===== src/rtl/pipe_hazard_ctrl.sv =====
// Stall/flush sequencer for the 5-stage pipeline: latch enables and flushes, PC enable,
// the halt-drain state machine and saturating stall/flush counters.
module pipe_hazard_ctrl #(
    parameter int unsigned REG_W  = 5,
    parameter int unsigned CNT_W  = 32,
    parameter int unsigned FCNT_W = 16
) (
    input  logic              CLK,
    input  logic              nRST,
    input  logic              ihit,
    input  logic              dhit,
    input  logic              dren_mem,
    input  logic              dwen_mem,
    input  logic              ex_memread,
    input  logic [REG_W-1:0]  ex_rt,
    input  logic [REG_W-1:0]  dc_rs,
    input  logic [REG_W-1:0]  dc_rt,
    input  logic              dc_uses_rt,
    input  logic              redirect_mem,
    input  logic              halt_mem,
    output logic              pc_en,
    output logic              ifdc_en,
    output logic              dcex_en,
    output logic              exmem_en,
    output logic              memwb_en,
    output logic              ifdc_flush,
    output logic              dcex_flush,
    output logic              exmem_flush,
    output logic              memwb_flush,
    output logic              halt_out,
    output logic [CNT_W-1:0]  stall_cnt,
    output logic [FCNT_W-1:0] flush_cnt
);

    typedef enum logic [1:0] {
        StRun    = 2'd0,
        StDrain  = 2'd1,
        StHalted = 2'd2
    } state_e;

    state_e              state_q, state_d;
    logic                halt_q, halt_d;
    logic [CNT_W-1:0]    stall_cnt_q, stall_cnt_d;
    logic [FCNT_W-1:0]   flush_cnt_q, flush_cnt_d;

    logic mem_busy;
    logic luse;
    logic stall_inc;
    logic flush_inc;

    assign mem_busy = (dren_mem | dwen_mem) & ~dhit;

    // Register 0 is hardwired, so a load targeting it never creates a real dependency.
    assign luse = ex_memread & (ex_rt != '0) &
                  ((ex_rt == dc_rs) | (dc_uses_rt & (ex_rt == dc_rt)));

    always_comb begin
        pc_en       = 1'b0;
        ifdc_en     = 1'b0;
        dcex_en     = 1'b0;
        exmem_en    = 1'b0;
        memwb_en    = 1'b0;
        ifdc_flush  = 1'b0;
        dcex_flush  = 1'b0;
        exmem_flush = 1'b0;
        memwb_flush = 1'b0;
        stall_inc   = 1'b0;
        flush_inc   = 1'b0;
        state_d     = state_q;

        if (nRST) begin
            unique case (state_q)
                StRun: begin
                    if (mem_busy) begin
                        // WB gets a bubble so the stalled MEM result is not written twice.
                        memwb_en    = 1'b1;
                        memwb_flush = 1'b1;
                        stall_inc   = 1'b1;
                    end else if (halt_mem) begin
                        ifdc_en     = 1'b1;
                        dcex_en     = 1'b1;
                        exmem_en    = 1'b1;
                        memwb_en    = 1'b1;
                        ifdc_flush  = 1'b1;
                        dcex_flush  = 1'b1;
                        exmem_flush = 1'b1;
                        state_d     = StDrain;
                    end else if (redirect_mem) begin
                        pc_en       = 1'b1;
                        ifdc_en     = 1'b1;
                        dcex_en     = 1'b1;
                        exmem_en    = 1'b1;
                        memwb_en    = 1'b1;
                        ifdc_flush  = 1'b1;
                        dcex_flush  = 1'b1;
                        exmem_flush = 1'b1;
                        flush_inc   = 1'b1;
                    end else if (luse) begin
                        dcex_en     = 1'b1;
                        dcex_flush  = 1'b1;
                        exmem_en    = 1'b1;
                        memwb_en    = 1'b1;
                        stall_inc   = 1'b1;
                    end else if (!ihit) begin
                        ifdc_en     = 1'b1;
                        ifdc_flush  = 1'b1;
                        dcex_en     = 1'b1;
                        exmem_en    = 1'b1;
                        memwb_en    = 1'b1;
                        stall_inc   = 1'b1;
                    end else begin
                        pc_en       = 1'b1;
                        ifdc_en     = 1'b1;
                        dcex_en     = 1'b1;
                        exmem_en    = 1'b1;
                        memwb_en    = 1'b1;
                    end
                end
                StDrain: begin
                    memwb_en    = 1'b1;
                    memwb_flush = 1'b1;
                    state_d     = StHalted;
                end
                StHalted: begin
                    state_d = StHalted;
                end
                default: begin
                    state_d = StRun;
                end
            endcase
        end
    end

    always_comb begin
        halt_d      = halt_q | (state_q == StDrain);
        stall_cnt_d = stall_cnt_q;
        flush_cnt_d = flush_cnt_q;
        if (stall_inc && (stall_cnt_q != '1)) begin
            stall_cnt_d = stall_cnt_q + CNT_W'(1);
        end
        if (flush_inc && (flush_cnt_q != '1)) begin
            flush_cnt_d = flush_cnt_q + FCNT_W'(1);
        end
    end

    always_ff @(posedge CLK or negedge nRST) begin
        if (!nRST) begin
            state_q     <= StRun;
            halt_q      <= 1'b0;
            stall_cnt_q <= '0;
            flush_cnt_q <= '0;
        end else begin
            state_q     <= state_d;
            halt_q      <= halt_d;
            stall_cnt_q <= stall_cnt_d;
            flush_cnt_q <= flush_cnt_d;
        end
    end

    assign halt_out  = halt_q;
    assign stall_cnt = stall_cnt_q;
    assign flush_cnt = flush_cnt_q;

endmodule


===== config.mk =====
export PLATFORM = sky130hd
export DESIGN_NAME = pipe_hazard_ctrl
export DESIGN_NICKNAME = d
export VERILOG_FILES = /design/src/rtl/pipe_hazard_ctrl.sv
export SDC_FILE = /design/constraint.sdc
export NUM_CORES = 1
export LEC_CHECK = 0
export BUFFER_PORTS_ARGS = -buffer_cell sky130_fd_sc_hd__clkbuf_2
export CORE_ASPECT_RATIO = 1.75
export CORE_MARGIN = 4
export CORE_UTILIZATION = 55
export DETAILED_ROUTE_END_ITERATION = 16
export GPL_TIMING_DRIVEN = 1
export PLACE_DENSITY = 0.92
export SETUP_SLACK_MARGIN = 0.2
export SKIP_LAST_GASP = 1
export SYNTH_ARGS = -nofsm -noshare
export SYNTH_HDL_FRONTEND = slang
export SYNTH_SLANG_ARGS = --single-unit

===== constraint.sdc =====
create_clock -name CLK -period 3.5 [get_ports CLK]
set_input_delay 0.35 -clock CLK [delete_from_list [all_inputs] [get_ports CLK]]
set_output_delay 0.35 -clock CLK [all_outputs]
set_load 0.01 [all_outputs]

==> flow_metrics.py <==
metrics = {
    "global_routing": {
        "grt_max_degree": 54,
        "grt_pass1_vias": 2433,
        "grt_first_pass_wirelength_um": 10700,
        "grtUsageTotal_pct": 22.2,
        "overflow": 0,
        "antenna_found_initial": 0,
    },
    "clock_network": {
        "cts_sinks": 51,
        "clk_latency_ps": 300,
        "cts_resized": 0,
        "cts_buffer_depth": 2,
        "root_buffer": "clkbuf_8",
        "clk_pin_slew_ps": 90,
        "cts_tree": "yes",
        "cts_max_level": 2,
        "cts_buffers": 5,
    },
    "timing": {
        "rsz0062_at_grt": "no",
        "final.setup.tns_ps": 0,
        "relSlewSlack_pct": 54.5,
        "worst_slew_pin_slew_ps": 680,
        "fin_crit_sh_pct": 65.8,
        "finalHoldViolCount": 0,
        "timing.fmax_mhz": 434,
        "slew_violations": 0,
        "period_minus_slack_ps": 2300,
        "skew_ps": 11.1,
        "setup_viol": 0,
    },
    "power_and_ir_drop": {
        "power.leakage_nw": 1.63,
        "p_sw_share_pct": 31.0,
        "switching_power_mw": 0.421,
        "power.share.clock_pct": 26.4,
        "p_per_area_nw_per_um2": 408,
        "p_comb_share_pct": 22.6,
        "p_int_mw": 0.937,
        "peakVddDrop_mv": 0.359,
        "seq_power_share_pct": 51.0,
    },
    "worst_setup_path": {
        "crit_chain": "dlygate4sd3_1 -> clkbuf_2 -> buf_4 -> nor2b_1 -> clkbuf_2",
        "cp.arrival_ps": 1950,
        "timing.rr.end": "stall_cnt[30]",
        "end_kind": "output port",
        "reg2reg_slack_ps": 1200,
        "crit_fanout": 53,
        "rr_startpoint": "stall_cnt[0]",
        "critPathLaunchType": "input port",
        "cp_slowest_stage_delay_ps": 550,
        "critical_path_buf_inv_count": 4,
        "crit_top_cell": "clkbuf_2",
        "path_class": "in2out",
        "cp.required_ps": 3150,
        "crit_family": "buffers and inverters",
        "reg2reg_depth": 7,
        "crit_slowest_cell": "buf_4",
    },
    "synth": {
        "syn-cell-area_um2": 2770,
        "syn_nets": 302,
        "syn-instance-count": 272,
        "synth_common_cells": "51 x dfrtp_1, 35 x xnor2_1, 23 x nand3_1",
        "yosysTopAreaCellShare_pct": 46.2,
        "yosys_warnings": 0,
        "ys_async_sr_fraction_pct": 100,
        "synth_flop_cell": "dfrtp_1",
        "yosysSeqAreaShare_pct": 46.2,
        "yosysMostFrequentCell": "dfrtp_1",
        "synth.ff_latch_count": 51,
        "synth_cell_type_count": 39,
        "synth-edff-count": 0,
        "ys_top_cells_by_area": "dfrtp_1 46%, xnor2_1 11%, xor2_1 6.0%",
        "yosysTopAreaCell": "dfrtp_1",
        "syn_avg_cell_area_um2": 10.2,
    },
    "detailed_routing": {
        "drt.antenna.violating_nets": 0,
        "first_iter_violations": 112,
        "wl_um": 6380,
        "via_per_inst": 5.83,
        "drt_pass1_iterations": 4,
        "drc_errors": 0,
        "routed-via-count": 2400,
        "avgRoutedWirePerCell_um": 15.5,
    },
    "finish": {
        "n_antenna_cell": 0,
        "final_layout_size_suffix_gt1_share_pct": 28.9,
        "final_cells": 412,
        "area_growth_pct": 20.4,
        "nets": 389,
        "n_fill_cell": 365,
    },
    "floorplanning": {
        "fp.dieW_um": 61.6,
        "dieArea_um2": 6270,
        "die_h_um": 102,
        "core_area_um2": 4790,
        "rows": 33,
        "pin_count": 83,
        "start_util_pct": 57.7,
    },
    "run_status": {
        "status": "finished, final reports clean",
    },
    "placement": {
        "gp_congestion": 0.857,
        "io_buffers": 82,
        "dp_hpwl_um": 5030,
        "place_inst": 403,
    },
    "flow_run": {
        "cap_violations": 0,
    },
    "worst_hold_path": {
        "hold_path_class": "in2async",
    },
}
-- per-stage QoR --
stage / hold slack, ps / worst slack (ps) / power (mW) / instance area [um2] / util, %
floorplan: 54.4 / 1550 / 0.888 / 2770 / -
global placement: 174 / 1070 / 1.00 / 3220 / 67.2
detailed placement: 173 / 1010 / 1.02 / 3220 / 67.2
CTS: 379 / 1150 / 1.38 / 3330 / 69.5
global route: 399 / 1010 / 1.45 / 3330 / 69.5
finish: 383 / 1200 / 1.36 / 3330 / 69.5
-- area by class of cell --
class                   count  area [um2]  share of cell area (%)
inverters                   8        30.0                   0.902
repair buffers             86         443                    13.3
well taps                  52        65.1                    1.95
clock inverters             2        16.3                   0.489
flip-flops and latches     51        1280                    38.3
clock buffers               6        82.6                    2.48
multi-input cells         207        1420                    42.5
-- flip-flops by register name, indices dropped and copies added (netlist names) --
name and flops:
stall_cnt 32, halt_out 1, state_q 2, flush_cnt 16
-- worst register-to-register path: cells and delay by family (launching register included) --
| kind | cells | cell delay, ps |
|---|---|---|
| flip-flops | 1 | 440 |
| multiplexers | 1 | 330 |
| AND/OR/NAND/NOR | 5 | 1230 |
| adder cells (fa/ha/maj) | 1 | 190 |
-- timing repair --
item / 4_1_cts / 5_1_grt
hold endpoints to repair: 1 / 0
hold buffers: 1 / 0
setup buffers: 0 / 0
-- per-layer routing --
| layer | track usage, % | vias to the layer above | share of wire (%) |
|---|---|---|---|
| met2 | 41.4 | 75 | 56 |
| met3 | 3.95 | 13 | 5.5 |
| met4 | 8.01 | 0 | 2.1 |
| met5 | 0 | - | 0 |
| met1 | 23.4 | 1179 | 36 |
| li1 | - | 1133 | - |
-- cell usage in the layout (no fill, tap or decap), types with 4 or more instances in the layout --
cell      synthesis  final
nor2_1           18     18
nand2_1          20     20
ha_1              5      5
a21oi_1           4      4
and3_1           12     12
clkbuf_8          0      6
nand4_1          19     19
dfrtp_1          51     51
inv_1             8      8
xnor2_1          35     35
and4_1            7      7
nand3_1          23     23
clkbuf_2          0     82
nor3_1           13     13
xor2_1           19     19
-- worst max path at each step --
| stage | endpoint | startpoint | cells after the start | slack (ps) |
|---|---|---|---|---|
| global route | memwb_en | nRST | 5 | 1010 |
| CTS | memwb_flush | nRST | 5 | 1150 |
| finish | memwb_flush | nRST | 5 | 1200 |
| detailed placement | stall_cnt[7] | ex_rt[4] | 8 | 1010 |
| global placement | stall_cnt[7] | ex_rt[4] | 8 | 1070 |
| floorplan | stall_cnt[30] | stall_cnt[0] | 7 | 1550 |
-- power groups by stage --
| stage | sequential (mW) | clock [mW] | combinational (mW) |
|---|---|---|---|
| floorplan | 0.709 | 0 | 0.179 |
| global placement | 0.700 | 0 | 0.300 |
| detailed placement | 0.704 | 0 | 0.312 |
| CTS | 0.692 | 0.371 | 0.313 |
| global route | 0.703 | 0.395 | 0.349 |
| finish | 0.693 | 0.359 | 0.306 |
-- logic make-up after synthesis --
family	after synthesis	share of synthesized area, %
flip-flops	51	46.2
XOR/XNOR	54	17.1
AND/OR/NAND/NOR	129	25.6
buffers and inverters	14	2.62
multiplexers	5	2.17
adder cells (fa/ha/maj)	5	2.26
AO/OA/AOI/OAI	14	4.12
(Power assumes the default switching activity.)
